[src/rtl/fdivsqrt_seq_if.sv]
// Request and done handshakes between the issue stage, the divide/sqrt
// sequencer, and the postprocessing/writeback consumer.
interface fdivsqrt_seq_if #(
  parameter int NBW = 8
);
  logic           ReqValid;
  logic           ReqReady;
  logic           SqrtIn;
  logic           SpecialCaseIn;
  logic [NBW-1:0] NumBits;
  logic           DoneValid;
  logic           DoneReady;
  logic           DoneSpecial;

  modport master (
    output ReqValid, SqrtIn, SpecialCaseIn, NumBits, DoneReady,
    input  ReqReady, DoneValid, DoneSpecial
  );

  modport slave (
    input  ReqValid, SqrtIn, SpecialCaseIn, NumBits, DoneReady,
    output ReqReady, DoneValid, DoneSpecial
  );
endinterface

[src/rtl/fdivsqrt_seq.sv]
// Divide/sqrt iteration sequencer: start strobe, exact iteration count,
// frozen result with done handshake, special-case bypass and flush abort.
module fdivsqrt_seq #(
  parameter  int DIVb      = 64,
  parameter  int DIVCOPIES = 2,
  parameter  int RADIX     = 4,
  parameter  int NBW       = 8,
  localparam int LOGR      = (RADIX == 4) ? 2 : 1,
  localparam int B         = LOGR * DIVCOPIES,
  localparam int MAXC      = ((1 << NBW) - 1 + B - 1) / B,
  localparam int ILW       = $clog2(MAXC) + 1
) (
  input  logic             clk,
  input  logic             reset_n,
  fdivsqrt_seq_if.slave    io,
  input  logic             FlushE,
  output logic             IFDivStartE,
  output logic             FDivBusyE,
  output logic             SqrtE,
  output logic [ILW-1:0]   IterLeft
);

  if (!(RADIX == 2 || RADIX == 4) || DIVb < 1 || DIVCOPIES < 1) begin : g_bad_cfg
    $error("fdivsqrt_seq: illegal RADIX/DIVCOPIES/DIVb");
  end

  typedef enum logic [1:0] {IDLE, BUSY, DONE} state_t;

  localparam int CW = NBW + 1;

  state_t         state, state_n;
  logic [ILW-1:0] iter_n, cycles;
  logic [CW-1:0]  nb_rnd;
  logic           sqrt_n, special_q, special_n, accept;

  // ceil(NumBits/B) against a constant divisor; zero bits still takes one cycle
  assign nb_rnd = {1'b0, io.NumBits} + CW'(B - 1);
  assign cycles = (io.NumBits == '0) ? ILW'(1) : ILW'(nb_rnd / CW'(B));

  assign io.ReqReady    = (state == IDLE) & ~FlushE;
  assign accept         = io.ReqValid & io.ReqReady;
  assign io.DoneValid   = (state == DONE) & ~FlushE;
  assign io.DoneSpecial = special_q;

  always_ff @(posedge clk or negedge reset_n) begin
    if (!reset_n) begin
      state     <= IDLE;
      IterLeft  <= '0;
      SqrtE     <= 1'b0;
      special_q <= 1'b0;
    end else begin
      state     <= state_n;
      IterLeft  <= iter_n;
      SqrtE     <= sqrt_n;
      special_q <= special_n;
    end
  end

  always_comb begin
    state_n     = state;
    iter_n      = IterLeft;
    sqrt_n      = SqrtE;
    special_n   = special_q;
    IFDivStartE = 1'b0;
    unique case (state)
      IDLE: if (accept) begin
        sqrt_n = io.SqrtIn;
        if (io.SpecialCaseIn) begin
          special_n = 1'b1;
          state_n   = DONE;
        end else begin
          IFDivStartE = 1'b1;
          iter_n      = cycles;
          state_n     = BUSY;
        end
      end
      BUSY: if (FlushE) begin
        iter_n  = '0;
        state_n = IDLE;
      end else begin
        iter_n = IterLeft - ILW'(1);
        if (IterLeft == ILW'(1)) state_n = DONE;
      end
      DONE: if (FlushE || io.DoneReady) begin
        special_n = 1'b0;
        state_n   = IDLE;
      end
      default: state_n = IDLE;
    endcase
    // a flush in BUSY must not clock the iteration registers again
    FDivBusyE = IFDivStartE | ((state == BUSY) & ~FlushE);
  end

endmodule
[src/flat_wrapper.sv]
// flat-port wrapper written by rule: the top's interface ports become plain ports
module fdivsqrt_seq_flat 
#(
  parameter  int DIVb      = 64,
  parameter  int DIVCOPIES = 2,
  parameter  int RADIX     = 4,
  parameter  int NBW       = 8,
  localparam int LOGR      = (RADIX == 4) ? 2 : 1,
  localparam int B         = LOGR * DIVCOPIES,
  localparam int MAXC      = ((1 << NBW) - 1 + B - 1) / B,
  localparam int ILW       = $clog2(MAXC) + 1
)
  (clk, reset_n, FlushE, IFDivStartE, FDivBusyE, SqrtE, IterLeft, io_ReqValid, io_SqrtIn, io_SpecialCaseIn, io_NumBits, io_DoneReady, io_ReqReady, io_DoneValid, io_DoneSpecial);
  fdivsqrt_seq_if #(.NBW(NBW)) io_i ();
  input  logic clk;
  input  logic reset_n;
  input  logic FlushE;
  output logic IFDivStartE;
  output logic FDivBusyE;
  output logic SqrtE;
  output logic [ILW-1:0] IterLeft;
  input wire logic [$bits(io_i.ReqValid)-1:0] io_ReqValid;
  input wire logic [$bits(io_i.SqrtIn)-1:0] io_SqrtIn;
  input wire logic [$bits(io_i.SpecialCaseIn)-1:0] io_SpecialCaseIn;
  input wire logic [$bits(io_i.NumBits)-1:0] io_NumBits;
  input wire logic [$bits(io_i.DoneReady)-1:0] io_DoneReady;
  output wire logic [$bits(io_i.ReqReady)-1:0] io_ReqReady;
  output wire logic [$bits(io_i.DoneValid)-1:0] io_DoneValid;
  output wire logic [$bits(io_i.DoneSpecial)-1:0] io_DoneSpecial;
  assign io_i.ReqValid = io_ReqValid;
  assign io_i.SqrtIn = io_SqrtIn;
  assign io_i.SpecialCaseIn = io_SpecialCaseIn;
  assign io_i.NumBits = io_NumBits;
  assign io_i.DoneReady = io_DoneReady;
  assign io_ReqReady = io_i.ReqReady;
  assign io_DoneValid = io_i.DoneValid;
  assign io_DoneSpecial = io_i.DoneSpecial;
  fdivsqrt_seq #(.DIVb(DIVb), .DIVCOPIES(DIVCOPIES), .RADIX(RADIX), .NBW(NBW)) u_core (.clk(clk), .reset_n(reset_n), .io(io_i), .FlushE(FlushE), .IFDivStartE(IFDivStartE), .FDivBusyE(FDivBusyE), .SqrtE(SqrtE), .IterLeft(IterLeft));
endmodule
[config.mk]
export PLATFORM = sky130hd
export DESIGN_NAME = fdivsqrt_seq_flat
export DESIGN_NICKNAME = d
export VERILOG_FILES = /design/src/rtl/fdivsqrt_seq_if.sv /design/src/rtl/fdivsqrt_seq.sv /design/src/flat_wrapper.sv
export SDC_FILE = /design/constraint.sdc
export NUM_CORES = 1
export LEC_CHECK = 0
export BUFFER_PORTS_ARGS = -buffer_cell sky130_fd_sc_hd__clkbuf_2
export CORE_ASPECT_RATIO = 0.9
export CORE_MARGIN = 2
export CORE_UTILIZATION = 45
export CTS_BUF_LIST = sky130_fd_sc_hd__clkbuf_8
export CTS_CLUSTER_DIAMETER = 200
export CTS_CLUSTER_SIZE = 12
export DETAILED_ROUTE_END_ITERATION = 10
export PLACE_DENSITY = 0.84
export SKIP_LAST_GASP = 1
export SLEW_MARGIN = 25
export SYNTH_ARGS = -nofsm -noshare
export SYNTH_HDL_FRONTEND = slang
export SYNTH_SLANG_ARGS = --single-unit
[constraint.sdc]
create_clock -name clk -period 1.78 [get_ports clk]
set_input_delay 0.089 -clock clk [delete_from_list [all_inputs] [get_ports clk]]
set_output_delay 0.089 -clock clk [all_outputs]
set_load 0.005 [all_outputs]
# Word-level counts from Yosys, hierarchy flattened
# Cells that the tools add are included.
[word_totals] ff_bits=11 latch_bits=0 ramBits=0 rom_bits=0 in_bits=15 out_inout_bits=13 mem_count=0
[classes] n_addsub=2 mul=0 n_div=0 magnitude_cmp=0 eq_ne=8 shift=0 muxes=18 n_bitwise=6 n_reduce_logical=9
[op_table] op="2-to-1 mux 7 bit" count=4
[op_table] op="one-hot mux 7 bit (2 select lines)" count=1
[op_table] op="2-to-1 mux 2 bit" count=5
[op_table] op="adder 8 x 2 -> 9 bit, second input constant" count=1
[op_table] op="logical NOT 8 bit" count=1
[op_table] op="equality test 7 x 1 -> 1 bit, second input constant" count=1
[op_table] op="subtractor 7 x 1 -> 7 bit, second input constant" count=1
[op_table] op="2-to-1 mux 1 bit" count=6
[op_table] op="inequality test 2 bit, second input constant" count=3
[op_table] op="one-hot mux 2 bit (3 select lines)" count=1
[op_table] op="AND reduction 3 bit" count=2
[op_table] op="bitwise AND 1 bit" count=4
[op_table] op="AND reduction 4 bit" count=1
[op_table] op="nonzero test 2 bit" count=2
[op_table] op="inequality test 3 x 2 -> 1 bit, second input constant" count=1
[op_table] op="equality test 2 x 1 -> 1 bit, second input constant" count=1
[op_table] op="equality test 2 bit, second input constant" count=1
[op_table] op="logical NOT 2 bit" count=1
[op_table] op="inequality test 2 x 1 -> 1 bit, second input constant" count=1
[op_table] op="one-hot mux 1 bit (2 select lines)" count=1
[op_table] op="AND reduction 2 bit" count=1
[op_table] op="logical OR 1 bit" count=1
[op_table] op="inverter 1 bit" count=1
[op_table] op="bitwise OR 1 bit" count=1

# Longest topological paths before layout
[logic_depth] ltp_word=6 mapped_depth=6 ltp_nobuf=6

# Least setup slack after synthesis
# No wires, ideal clock.
[synth_timing] path_kind="register to register" startpoint="reg u_core.state[1]" endpoint="reg u_core.IterLeft[3]" setup_time_ns=0.134 arrival_ns=1.297 required_ns=1.646 slack_ns=0.349 stages_incl_launch_ff=4 path_buffers=0 path_cell_list="dfrtp_1 > o41a_2 > o21ai_0 > o221ai_2"
[synth_via] elab_chain_cells=5 elab_cells_between_ends=9 cone_classes="eq/ne: 3; mux: 1; bitwise: 2; reduce/logical: 3"
[synth_rtl] element="start, declared" line="fdivsqrt_seq.sv:31" text="state_t state, state_n;"
[synth_rtl] element="start signal, assigned" line="fdivsqrt_seq.sv:52" text="state <= state_n;"
[synth_rtl] element="logical NOT 2 bit" line="fdivsqrt_seq.sv:40, fdivsqrt_seq.sv:65"
[synth_rtl] element="bitwise AND 1 bit" line="fdivsqrt_seq.sv:40" text="assign io.ReqReady = (state == IDLE) & ~FlushE;"
[synth_rtl] element="bitwise AND 1 bit" line="fdivsqrt_seq.sv:41" text="assign accept = io.ReqValid & io.ReqReady;"
[synth_rtl] element="inequality test 2 x 1 -> 1 bit (no source line)"
[synth_rtl] element="AND reduction 3 bit (no source line)"
[synth_rtl] element="end signal, assigned" line="fdivsqrt_seq.sv:53" text="IterLeft <= iter_n;"
[synth_rtl] element="end, declared" line="fdivsqrt_seq.sv:20" text="output logic [ILW-1:0] IterLeft"
# Parallel ways exist; a longest one is shown, timed or not.
# A chain may end at the register's enable or synchronous reset.

# Worst setup path after layout
[layout_timing] startpoint="reg u_core.state[1]" endpoint="out FDivBusyE"
[layout_via] elab_chain_cells=6 elab_cells_between_ends=8 cone_classes="eq/ne: 1; mux: 2; bitwise: 4; reduce/logical: 1"
[layout_rtl] element="logical NOT 2 bit" line="fdivsqrt_seq.sv:40, fdivsqrt_seq.sv:65"
[layout_rtl] element="bitwise AND 1 bit" line="fdivsqrt_seq.sv:40"
[layout_rtl] element="bitwise AND 1 bit" line="fdivsqrt_seq.sv:41"
[layout_rtl] element="2-to-1 mux 1 bit" line="fdivsqrt_seq.sv:66" text="IDLE: if (accept) begin"
[layout_rtl] element="2-to-1 mux 1 bit" line="fdivsqrt_seq.sv:65" text="unique case (state)"
[layout_rtl] element="bitwise OR 1 bit *" line="fdivsqrt_seq.sv:91" text="FDivBusyE = IFDivStartE | ((state == BUSY) & ~FlushE);"
[layout_rtl] element="end, declared" line="flat_wrapper.sv:19" text="output logic FDivBusyE;"
# Mark *: on every way between the ends. The rest lies on a longest branch, timed or not.

==> impl_metrics.py <==
metrics = {
    "global_route": {
        "antenna_found_initial": 0,
        "grt_pass1_wl_mm": 3.070,
        "grt_max_degree": 12,
        "grt_pass1_vias": 692,
        "overflow": 0,
        "gr-usage-all-layers_pct": 20.57,
    },
    "timing": {
        "finalMaxSlewViolations": 0,
        "post-route-period-util_pct": 88.47,
        "finalSetupTns_ns": 0,
        "finalSetupViolCount": 0,
        "final_hold_viol_count": 0,
        "tightest_slew_ns": 0.4669,
        "rsz0062_at_grt": "false",
        "max_freq_ghz": 0.6350,
        "finalClockSkew_ns": 0.002086,
        "min_period_ns": 1.575,
        "relSlewSlack_pct": 68.64,
    },
    "synthesis": {
        "yosys_warnings": 0,
        "synth.avg_cell_area_um2": 8.927,
        "ys_seq_area_share_pct": 34.65,
        "syn_nets": 106,
        "synth-seq-cells": 11,
        "syn_area_um2": 794.5,
        "synth_cell_types": 37,
        "synth_cells": 89,
    },
    "cells_and_area": {
        "design_area_um2": 1007,
        "drive_gt1_share_pct": 35.00,
        "n_antenna_cell": 0,
        "areaGrowthSynthToFinish_pct": 26.77,
        "stdcell_count": 144,
        "nFillCells": 150,
        "num-nets-final": 138,
    },
    "power_and_ir_drop": {
        "power.total_mw": 1.080,
        "leakagePower_nw": 0.4866,
        "powerDensity_nw_per_um2": 1072,
        "vdd.ir_drop.worst_uv": 609.3,
    },
    "worst_setup_path": {
        "arrival_ns": 1.49,
        "cpPeakStageDelay_ns": 0.54,
        "worst-r2r-setup-slack_ns": 0.22,
        "worst-path-max-fanout": 8,
        "cp.required_ns": 1.69,
        "crit_buf_inv": 1,
        "reg2reg_depth": 3,
        "timing.rr.start": "u_core.state[1]",
        "cp-end-kind": "output port",
        "endpoint": "FDivBusyE",
        "cp_slowest_cell": "or3b_1",
        "path_cells": "or3b_1 -> o21ai_0 -> clkbuf_2",
        "critPathKind": "reg2out",
        "crit_path_start": "u_core.state[1]",
        "crit_family": "simple AND/OR/NAND/NOR gates",
        "r2r-end": "u_core.IterLeft[3]",
        "start_kind": "flip-flop",
        "cp.depth": 3,
    },
    "floorplan": {
        "rows": 14,
        "die_w_um": 48.29,
        "fp.dieH_um": 43.86,
        "die_area_um2": 2118,
        "start_util_pct": 47.74,
        "ios": 28,
        "coreArea_um2": 1664,
    },
    "place": {
        "dpl_cell_area_um2": 952.2,
        "post-place-cells": 139,
        "dpl.hpwl_mm": 1.477,
        "gp_congestion": 0.7957,
        "portBuffers": 27,
    },
    "clock_tree": {
        "tritoncts": "built",
        "insertion_delay_ns": 0.24,
        "cts_setup_buffers": 0,
        "postCtsResizedCells": 0,
        "clk_pin_slew_worst_paths_ns": 0.05,
        "ctsHoldBuffers": 1,
        "cts_sinks": 11,
        "cts_root_buffer": "clkbuf_8",
        "cts_buffer_depth": 2,
        "htreeDepth": 1,
        "cts_buffers": 3,
    },
    "routing": {
        "final_antenna_net_count": 0,
        "routedWlPerCell_um": 13.35,
        "drt_iter0_drc": 18,
        "wirelength_mm": 1.922,
        "firstDrtPassIters": 4,
        "vias": 801,
        "routed_via_density": 5.563,
        "drc_errors": 0,
    },
    "flow_run": {
        "cap_viol_max_count": 0,
    },
    "outcome": {
        "status": "completed",
    },
    "hold_path": {
        "hp-class": "in2reg",
    },
}
[cell families after synthesis]
group | count (synthesis) | share of synthesized area [%]
AND/OR/NAND/NOR | 35 | 25.67
AO/OA/AOI/OAI | 28 | 25.36
flip-flops | 11 | 34.65
buffers and inverters | 7 | 4.252
XOR/XNOR | 5 | 5.513
adder cells (fa/ha/maj) | 2 | 3.149
multiplexers | 1 | 1.417
[cell usage after synthesis (all sizes together)]
library cell  count  share of area (%)
o221ai            1                1.9
or4               1                1.4
or3               2                2.2
or3b              1                1.1
nand2             6                3.2
nor4              1               0.79
inv               5                2.4
and3b             1                1.1
o22ai             2                1.6
buf               1                1.4
xor2              3                3.3
nor2b             1               0.79
o21ai             9                5.7
nor2              9                4.3
a31oi             1               0.79
mux2              1                1.4
a22oi             1               0.95
o211a             2                2.5
ha                2                3.1
o21a              1               0.95
xnor2             2                2.2
nor3b             1               0.95
o41a              1                1.6
clkbuf            1               0.47
nand3             4                2.5
dfrtp            11                 35
a21oi             6                3.8
or2b              2                2.0
o211ai            4                5.7
nor3              5                4.6
nand4             1               0.79
[sequential cells by signal (all words and copies together) (netlist names)]
name,cells
u_core.IterLeft,7
u_core.SqrtE,1
u_core.io.DoneSpecial,1
u_core.state,2
[final cells by class]
class                           instances  area, um^2  share of cell area (%)
Multi-Input combinational cell         71       485.5                   48.20
Clock buffer                            3       41.29                   4.099
Inverter                                5       18.77                   1.863
Clock inverter                          1       3.754                  0.3727
Tap cell                               24       30.03                   2.981
Sequential cell                        11       275.3                   27.33
Timing Repair Buffer                   29       152.6                   15.16
[stage by stage]
step / hold WS [ns] / util (%) / worst slack (ns)
2_1_floorplan: -0.2066 / - / 0.3489
3_3_place_gp: -0.01953 / 57.22 / 0.2994
3_5_place_dp: -0.009862 / 57.22 / 0.2240
4_1_cts: 0.07890 / 60.53 / 0.1933
5_1_grt: 0.07690 / 60.53 / 0.1074
6_report: 0.07672 / 60.53 / 0.2053
[cell usage in the layout, fill, tap and decap left out, types with 2 or more instances in the layout]
cell type,n
nand3_1,4
clkbuf_2,27
dfrtp_1,11
a21oi_1,6
clkbuf_8,3
xnor2_1,2
ha_1,2
o211ai_2,3
o211a_1,2
o22ai_1,2
nor3_1,4
nand2_1,5
inv_1,6
o21ai_0,8
xor2_1,3
nor2_1,9
[routing by layer]
metal  wire length (um)  vias to the layer above  track usage (%)
met5                  0                        -                0
met3                132                        4            5.000
met1                882                      374            28.46
met4                 19                        0            6.486
met2                888                       35            31.05
li1                   -                      388                -
[power by group]
part           leakage, nW  switching, mW  internal [mW]  total (mW)
Sequential           0.140         0.0884          0.323       0.411
Combinational        0.320          0.224          0.192       0.416
Clock               0.0269          0.101          0.152       0.253
Total                0.487          0.413          0.667        1.08
[worst min-delay path by stage]
stage | startpoint | endpoint | slack, ns | cells past startpoint
3_5_place_dp | reset_n | u_core.io.DoneSpecial | -0.01 | 1
4_1_cts | io_SqrtIn | u_core.SqrtE | 0.08 | 2
2_1_floorplan | reset_n | u_core.IterLeft[0] | -0.21 | 0
3_3_place_gp | reset_n | u_core.io.DoneSpecial | -0.02 | 1
5_1_grt | io_SqrtIn | u_core.SqrtE | 0.08 | 2
6_report | io_SqrtIn | u_core.SqrtE | 0.08 | 2
(Power assumes the default switching activity.)
